<file path="config.mk">
export PLATFORM = sky130hd
export DESIGN_NAME = pipe_stage_reg_flat
export DESIGN_NICKNAME = d
export VERILOG_FILES = /design/src/rtl/pipe_stage_reg_if.sv /design/src/rtl/pipe_stage_reg.sv /design/src/flat_wrapper.sv
export SDC_FILE = /design/constraint.sdc
export NUM_CORES = 1
export LEC_CHECK = 0
export ABC_CLOCK_PERIOD_IN_PS = 1650
export CAP_MARGIN = 20
export CORE_UTILIZATION = 49
export CTS_BUF_LIST = sky130_fd_sc_hd__clkbuf_16
export DETAILED_ROUTE_END_ITERATION = 8
export PLACE_DENSITY = 0.8
export SLEW_MARGIN = 20
export SYNTH_ARGS = -nofsm -noshare
export SYNTH_HDL_FRONTEND = slang
export SYNTH_SLANG_ARGS = --single-unit
</file>
<file path="constraint.sdc">
create_clock -name clk -period 1.65 [get_ports clk]
set_input_delay 0.33 -clock clk [delete_from_list [all_inputs] [get_ports clk]]
set_output_delay 0.33 -clock clk [all_outputs]
set_load 0.05 [all_outputs]
</file>
<file path="src/rtl/pipe_stage_reg_if.sv">
// Valid/ready bundle link into and out of one pipeline stage register.
// master = upstream producer plus downstream consumer; slave = the stage itself.
interface pipe_stage_reg_if #(
    parameter int WIDTH = 32
);
    logic             in_valid;
    logic             in_ready;
    logic [WIDTH-1:0] in_data;
    logic             out_valid;
    logic             out_ready;
    logic [WIDTH-1:0] out_data;

    modport master (
        output in_valid, in_data, out_ready,
        input  in_ready, out_valid, out_data
    );

    modport slave (
        input  in_valid, in_data, out_ready,
        output in_ready, out_valid, out_data
    );
endinterface

</file>
<file path="src/rtl/pipe_stage_reg.sv">
// Handshaked pipeline stage register with flush that clears only CLEAR_MASK bits; 1-cycle latency.
// SKID=1 adds a second entry so in_ready is registered; SKID=0 passes backpressure combinationally.
module pipe_stage_reg #(
    parameter int               WIDTH      = 32,
    parameter logic [WIDTH-1:0] CLEAR_MASK = {WIDTH{1'b1}},
    parameter int               SKID       = 1
) (
    input  logic               clk,
    input  logic               rst,
    input  logic               flush,
    pipe_stage_reg_if.slave    bus,
    output logic [1:0]         occupancy
);

    typedef enum logic [1:0] {
        EMPTY = 2'd0,
        ONE   = 2'd1,
        FULL  = 2'd2
    } state_t;

    state_t           state_q, state_d;
    logic [WIDTH-1:0] main_q, main_d;
    logic [WIDTH-1:0] skid_q, skid_d;
    logic             in_ready_q;
    logic             in_rdy;
    logic             it, ot;

    assign bus.out_valid = (state_q != EMPTY);
    assign bus.out_data  = main_q;
    assign in_rdy        = (SKID != 0) ? in_ready_q : (!bus.out_valid || bus.out_ready);
    assign bus.in_ready  = in_rdy;
    assign it            = bus.in_valid && in_rdy;
    assign ot            = bus.out_valid && bus.out_ready;

    always_comb begin
        occupancy = 2'd0;
        case (state_q)
            ONE:     occupancy = 2'd1;
            FULL:    occupancy = 2'd2;
            default: occupancy = 2'd0;
        endcase
    end

    always_comb begin
        state_d = state_q;
        main_d  = main_q;
        skid_d  = skid_q;
        if (flush) begin
            // Control fields are zeroed, datapath fields survive for debug visibility.
            state_d = EMPTY;
            main_d  = main_q & ~CLEAR_MASK;
            skid_d  = skid_q & ~CLEAR_MASK;
        end else begin
            case (state_q)
                EMPTY: begin
                    if (it) begin
                        main_d  = bus.in_data;
                        state_d = ONE;
                    end
                end
                ONE: begin
                    if (it && ot) begin
                        main_d = bus.in_data;
                    end else if (it && (SKID != 0)) begin
                        skid_d  = bus.in_data;
                        state_d = FULL;
                    end else if (ot) begin
                        state_d = EMPTY;
                    end
                end
                FULL: begin
                    if (ot) begin
                        main_d  = skid_q;
                        state_d = ONE;
                    end
                end
                default: state_d = EMPTY;
            endcase
        end
    end

    always_ff @(posedge clk) begin
        if (!rst) begin
            state_q    <= EMPTY;
            main_q     <= '0;
            skid_q     <= '0;
            in_ready_q <= 1'b1;
        end else begin
            state_q    <= state_d;
            main_q     <= main_d;
            skid_q     <= skid_d;
            in_ready_q <= (state_d != FULL);
        end
    end

endmodule

</file>
<file path="src/flat_wrapper.sv">
// flat-port wrapper written by rule: the top's interface ports become plain ports
module pipe_stage_reg_flat 
#(
    parameter int               WIDTH      = 32,
    parameter logic [WIDTH-1:0] CLEAR_MASK = {WIDTH{1'b1}},
    parameter int               SKID       = 1
)
  (clk, rst, flush, occupancy, bus_in_valid, bus_in_data, bus_out_ready, bus_in_ready, bus_out_valid, bus_out_data);
  pipe_stage_reg_if #(.WIDTH(WIDTH)) bus_i ();
  input  logic clk;
  input  logic rst;
  input  logic flush;
  output logic [1:0] occupancy;
  input wire logic [$bits(bus_i.in_valid)-1:0] bus_in_valid;
  input wire logic [$bits(bus_i.in_data)-1:0] bus_in_data;
  input wire logic [$bits(bus_i.out_ready)-1:0] bus_out_ready;
  output wire logic [$bits(bus_i.in_ready)-1:0] bus_in_ready;
  output wire logic [$bits(bus_i.out_valid)-1:0] bus_out_valid;
  output wire logic [$bits(bus_i.out_data)-1:0] bus_out_data;
  assign bus_i.in_valid = bus_in_valid;
  assign bus_i.in_data = bus_in_data;
  assign bus_i.out_ready = bus_out_ready;
  assign bus_in_ready = bus_i.in_ready;
  assign bus_out_valid = bus_i.out_valid;
  assign bus_out_data = bus_i.out_data;
  pipe_stage_reg #(.WIDTH(WIDTH), .CLEAR_MASK(CLEAR_MASK), .SKID(SKID)) u_core (.clk(clk), .rst(rst), .flush(flush), .bus(bus_i), .occupancy(occupancy));
endmodule
</file>
### Word level (Yosys, flattened, before mapping)

Cells that the tools add are included.

| word-level totals | value |
|---|---|
| flip-flop bits (word level) | 67 |
| word-level logic and storage cells | 33 |

| cells by class | value |
|---|---|
| equality and inequality tests | 6 |
| multiplexer cells | 12 |
| bitwise gates (word level) | 2 |
| reduce and logical (&&, ||, !) cells | 9 |

Operators by type and width:

| kind | count |
|---|---|
| $mux 32 | 3 |
| $pmux 32 s3 | 1 |
| $mux 2 | 6 |
| $ne 2x1->1 const B | 3 |
| $pmux 2 s3 | 1 |
| $pmux 2 s2 | 1 |
| $reduce_and 4->1 | 1 |
| $logic_and 1x1->1 | 3 |
| $reduce_and 3->1 | 1 |
| $reduce_bool 3->1 | 1 |
| $eq 2x1->1 const B | 1 |
| $eq 2x2->1 const B | 1 |
| $logic_not 2->1 | 1 |
| $ne 2x2->1 const B | 1 |
| $not 1->1 | 2 |
| $reduce_bool 2->1 | 1 |
| $reduce_or 2->1 | 1 |

### Logic depth before layout (Yosys ltp)

| depth | value |
|---|---|
| depth in word-level cells | 8 |
| gate-level depth with buffers | 6 |
| depth with buffers taken out | 4 |

### Least setup slack after synthesis

OpenSTA, ideal clock, no wires.

| path | value |
|---|---|
| path type | reg2reg |
| start point | register u_core.in_ready_q (netlist: u_core.bus.in_ready) |
| end point | register u_core.main_q[0] (netlist: u_core.bus.out_data[0]) |
| arrival | 1.601 ns |
| data required time | 1.570 ns |
| slack | -0.031 ns |
| cell stages (with the launch flop) | 6 |
| clock period less this slack | 1.681 ns |
| cells stage by stage | dfxtp_1 -> nand2_1 -> o211ai_4 -> buf_6 -> nor2_1 -> a211oi_2 |

| on the way | value |
|---|---|
| longest elaborated chain between the ends | 4 |
| elaborated cells on any way between the ends | 5 |
| classes of those cells | eq/ne (2); reduce/logical (3) |

RTL lines:

| what | line | text |
|---|---|---|
| start, declared | pipe_stage_reg.sv:24 | `logic in_ready_q;` |
| start signal, assigned | pipe_stage_reg.sv:92 | `in_ready_q <= (state_d != FULL);` |
| $logic_and 1x1->1 * | pipe_stage_reg.sv:32 | `assign it = bus.in_valid && in_rdy;` |
| $logic_and 1x1->1 | pipe_stage_reg.sv:62 | `if (it && ot) begin` |
| $ne 2x1->1 (no line) | -- |  |
| $reduce_and 4->1 (no line) * | -- |  |
| end signal, assigned | pipe_stage_reg.sv:90 | `main_q <= main_d;` |
| end, declared | pipe_stage_reg.sv:22 | `logic [WIDTH-1:0] main_q, main_d;` |

Every way passes the cells marked *; elsewhere a longest branch is shown, timed or not.
A chain may end at the register's enable or synchronous reset.

### Worst setup path after layout

| path | value |
|---|---|
| start point | register u_core.state_q[0] |
| end point | output occupancy[1] |

| on the way | value |
|---|---|
| longest elaborated chain between the ends | 2 |
| elaborated cells on any way between the ends | 3 |
| classes of those cells | eq/ne (2); mux (1) |

RTL lines:

| what | line | text |
|---|---|---|
| start, declared | pipe_stage_reg.sv:21 | `state_t state_q, state_d;` |
| start signal, assigned | pipe_stage_reg.sv:89 | `state_q <= state_d;` |
| $eq 2x2->1 or $eq 2x1->1 (tied branches) | pipe_stage_reg.sv:37 | `case (state_q)` |
| $pmux 2 s2 * | pipe_stage_reg.sv:37 |  |
| end, declared | flat_wrapper.sv:13 | `output logic [1:0] occupancy;` |

Marked as above.

==> run_summary.xml <==
<?xml version="1.0" encoding="UTF-8"?>
<metrics>
  <group name="status">
    <metric name="status" unit="">finished, final reports clean</metric>
  </group>
  <group name="drt">
    <metric name="avgRoutedWirePerCell" unit="µm">13.6</metric>
    <metric name="post_route_drc" unit="">0</metric>
    <metric name="wl_met2" unit="mm">3.08</metric>
    <metric name="drt_iter0_markers" unit="">80</metric>
    <metric name="viasPerCell" unit="">5.16</metric>
    <metric name="detailedRoute.firstPassIterationCount" unit="">4</metric>
    <metric name="wl_met1" unit="mm">2.73</metric>
    <metric name="drtAntennaViolNets" unit="">0</metric>
    <metric name="final_routed_wirelength" unit="mm">6.22</metric>
    <metric name="met3RoutedLength" unit="µm">328</metric>
    <metric name="top_layer_used" unit="">met4</metric>
    <metric name="detailroute.via_count" unit="">2358</metric>
  </group>
  <group name="clock_network">
    <metric name="cts-resized-gates" unit="">0</metric>
    <metric name="cts_sinks" unit="">67</metric>
    <metric name="cts_tree" unit="">done</metric>
    <metric name="htree_num_levels" unit="">3</metric>
    <metric name="cts_root_buffer" unit="">clkbuf_16</metric>
    <metric name="cts-buffers-inserted" unit="">9</metric>
    <metric name="postCtsSetupRepairBufs" unit="">0</metric>
    <metric name="insertion_delay" unit="ns">0.32</metric>
    <metric name="max-clock-path-buffers" unit="">2</metric>
    <metric name="worst_setup_hold_path_clk_slew" unit="ns">0.05</metric>
    <metric name="cts_hold_buffers" unit="">0</metric>
  </group>
  <group name="synthesis">
    <metric name="synthesis.yosys.warnings" unit="">0</metric>
    <metric name="postSynthNetCount" unit="">338</metric>
    <metric name="netlist_instances" unit="">301</metric>
    <metric name="count_of_distinct_cell_types_in_the_synthesized_netlist" unit="">25</metric>
    <metric name="post_synth_instance_area" unit="µm²">2890</metric>
    <metric name="synth_seq_area_share" unit="">0.464</metric>
    <metric name="syn_avg_cell_area" unit="µm²">9.61</metric>
    <metric name="synth-seq-cells" unit="">67</metric>
  </group>
  <group name="sta">
    <metric name="maxClockFrequency" unit="MHz">642</metric>
    <metric name="rsz0062_at_grt" unit="">false</metric>
    <metric name="worst_pin_slew" unit="ns">0.275</metric>
    <metric name="finClkSkew" unit="ns">0.00440</metric>
    <metric name="final_report_max_slew_violation_count" unit="">0</metric>
    <metric name="finalHoldViolCount" unit="">0</metric>
    <metric name="slew_headroom" unit="">0.816</metric>
    <metric name="timing.final.setup_violations" unit="">0</metric>
    <metric name="period_share" unit="">0.944</metric>
    <metric name="period_needed" unit="ns">1.56</metric>
    <metric name="final_tns_setup" unit="ns">0</metric>
  </group>
  <group name="final_layout">
    <metric name="drive_gt1_frac" unit="">0.270</metric>
    <metric name="layout.filler_cells" unit="">463</metric>
    <metric name="design.final.nets" unit="">417</metric>
    <metric name="fin_cells" unit="">457</metric>
    <metric name="area_growth_syn_to_layout" unit="%">37.5</metric>
    <metric name="diodes" unit="">0</metric>
  </group>
  <group name="placed_design">
    <metric name="placed_cells_incl_taps" unit="">441</metric>
    <metric name="placement.io_buffers" unit="">72</metric>
    <metric name="globalplace.congestion" unit="">0.747</metric>
    <metric name="place_hpwl" unit="mm">4.24</metric>
  </group>
  <group name="pwr">
    <metric name="peakVddDrop" unit="mV">0.688</metric>
    <metric name="power.share.clock" unit="">0.435</metric>
    <metric name="power_leakage" unit="µW">0.00173</metric>
    <metric name="power.density_cell_area" unit="nW/µm²">1050</metric>
    <metric name="power.sequential.fraction" unit="">0.408</metric>
    <metric name="portion_of_total_power_attributed_to_combinational_logic" unit="">0.156</metric>
    <metric name="switching_share" unit="">0.259</metric>
    <metric name="report.power.total" unit="µW">4160</metric>
    <metric name="switchingPower" unit="µW">1080</metric>
    <metric name="intPower" unit="µW">3090</metric>
  </group>
  <group name="critical_path">
    <metric name="critPathCaptureType" unit="">output pin</metric>
    <metric name="critPathLaunchType" unit="">flip-flop</metric>
    <metric name="crit_fanout" unit="">7</metric>
    <metric name="timing.reg2reg.setup_slack" unit="ns">0.12</metric>
    <metric name="r2r_cells" unit="">5</metric>
    <metric name="worst_ep_required" unit="ns">1.32</metric>
    <metric name="crit_path_top_delay_cell" unit="">dfxtp_1</metric>
    <metric name="path_class" unit="">flip-flop to output pin</metric>
    <metric name="cp.arrival" unit="ns">1.23</metric>
    <metric name="crit-reg2reg-capture" unit="">u_core.bus.out_data[3]$_SDFFE_PP0P_</metric>
    <metric name="path_cells" unit="">nand2b_4, inv_1, buf_12</metric>
    <metric name="worstReg2RegStart" unit="">u_core.state_q[1]$_SDFF_PN0_</metric>
    <metric name="cpPeakStageDelay" unit="ns">0.42</metric>
  </group>
  <group name="floorplanning">
    <metric name="rows" unit="">27</metric>
    <metric name="core_region_area" unit="µm²">5610</metric>
    <metric name="die-width" unit="µm">78.8</metric>
    <metric name="io_pins" unit="">73</metric>
    <metric name="die_area" unit="µm²">6210</metric>
    <metric name="die_height" unit="µm">78.8</metric>
    <metric name="floorplan.initialDensity" unit="">0.516</metric>
  </group>
  <group name="hold_path">
    <metric name="worst_min_delay_path_category" unit="">flip-flop to flip-flop</metric>
    <metric name="min_from" unit="">u_core.skid_q[2]$_SDFFE_PP0P_</metric>
    <metric name="hold_path_depth" unit="">2</metric>
    <metric name="min_to" unit="">u_core.skid_q[2]$_SDFFE_PP0P_</metric>
  </group>
  <group name="global_routing">
    <metric name="grt_pass1_wl" unit="mm">10.5</metric>
    <metric name="antenna_found_initial" unit="">0</metric>
    <metric name="maximum_number_of_pins_on_one_net_before_global_route_repair" unit="">33</metric>
    <metric name="grt.total_usage" unit="">0.218</metric>
    <metric name="grt_pass1_vias" unit="">2334</metric>
    <metric name="gr-total-overflow" unit="">0</metric>
  </group>
  <group name="run">
    <metric name="drv.max_cap_violation_count" unit="">0</metric>
  </group>
</metrics>
[state kept, by name, indices dropped and copies added (netlist names)]
signal / flops
u_core.bus.in_ready: 1
u_core.bus.out_data: 32
u_core.skid_q: 32
u_core.state_q: 2
[cell usage after synthesis]
cell type	number	share of area
clkbuf_1	6	0.0078
nor2b_1	1	0.0022
and3b_1	1	0.0030
inv_1	2	0.0026
a211oi_1	4	0.010
nor2_1	34	0.044
o211ai_4	1	0.0074
dfxtp_1	67	0.46
a211oi_2	28	0.12
clkbuf_8	3	0.014
nand3b_1	1	0.0026
buf_6	8	0.031
nand2_1	65	0.084
o21bai_1	1	0.0026
dlygate4sd1_1	2	0.0061
a21oi_1	32	0.055
or2b_2	1	0.0030
or2_4	1	0.0030
or2_2	1	0.0022
buf_2	5	0.0087
a31oi_1	1	0.0022
a211o_1	1	0.0030
nand2b_1	1	0.0022
nand4b_1	2	0.0061
mux2i_1	32	0.11
[metrics by stage]
stage / utilization / area [µm²] / worst slack [ns] / hold WS [ns]
6_report: 0.709 / 3980 / 0.0922 / 0.452
3_3_place_gp: 0.657 / 3680 / -0.107 / 0.441
4_1_cts: 0.708 / 3970 / 0.00449 / 0.453
5_1_grt: 0.709 / 3980 / 0.00281 / 0.471
3_5_place_dp: 0.657 / 3680 / -0.195 / 0.446
2_1_floorplan: - / 2890 / 0.149 / 0.435
[final cells by class]
| class | instances | area, µm² | area share |
|---|---|---|---|
| Multi-Input combinational cell | 208 | 1360 | 0.341 |
| Sequential cell | 67 | 1340 | 0.338 |
| Timing Repair Buffer | 92 | 893 | 0.225 |
| Clock buffer | 9 | 225 | 0.0567 |
| Tap cell | 72 | 90.1 | 0.0227 |
| Clock inverter | 7 | 60.1 | 0.0151 |
| Inverter | 2 | 7.51 | 0.00189 |
[layout by cell type, fill, tap and decap left out, drive strengths merged]
master,n
dfxtp,67
nand2,65
buf,56
clkdlybuf4s50,36
nor2,34
mux2i,32
a21oi,32
a211oi,32
clkbuf,9
clkinv,5
inv,3
nand4b,2
or2,2
nand2b,1
nor2b,1
nand3b,1
o211ai,1
or2b,1
and3b,1
o21bai,1
a31oi,1
a211o,1
bufinv,1
[power by group through the flow]
stage | clock network (µW) | registers, µW | logic [µW]
global route | 1920 | 1700 | 695
finish | 1810 | 1700 | 650
global placement | 0 | 1730 | 640
CTS | 1860 | 1700 | 654
detailed placement | 0 | 1730 | 652
floorplan | 0 | 1880 | 263
[cells by family (layout without fill, tap and decap cells)]
kind of cell,after synthesis,after routing,synth area share
muxes,32,32,0.111
buffers and inverters,26,110,0.0705
DFF,67,67,0.464
AOI/OAI and AO/OA,68,68,0.202
and+or+nand+nor,108,108,0.153
[worst max path at each step]
| stage | from | to | slack, ns | depth (start not counted) |
|---|---|---|---|---|
| detailed placement | bus_in_valid | u_core.bus.out_data[30]$_SDFFE_PP0P_ | -0.20 | 6 |
| CTS | u_core.state_q[0]$_SDFF_PN0_ | occupancy[1] | 0.004 | 3 |
| floorplan | u_core.state_q[1]$_SDFF_PN0_ | u_core.bus.out_data[0]$_SDFFE_PP0P_ | 0.15 | 5 |
| global route | u_core.state_q[1]$_SDFF_PN0_ | u_core.bus.out_data[28]$_SDFFE_PP0P_ | 0.003 | 5 |
| global placement | bus_in_valid | u_core.skid_q[24]$_SDFFE_PP0P_ | -0.11 | 6 |
| finish | u_core.state_q[0]$_SDFF_PN0_ | occupancy[1] | 0.09 | 3 |
[per-layer routing]
layer,vias to the layer above,track usage
met1,1093,0.249
li1,1198,-
met4,0,0.107
met2,60,0.374
met5,-,0
met3,7,0.0609
[critical path: cells and delay by family, from the launching register on]
kind / cells / cell delay, ns
AND/OR/NAND/NOR: 1 / 0.24
flip-flops: 1 / 0.42
buffers and inverters: 2 / 0.24
No activity file was read; power rests on OpenSTA's default activity.
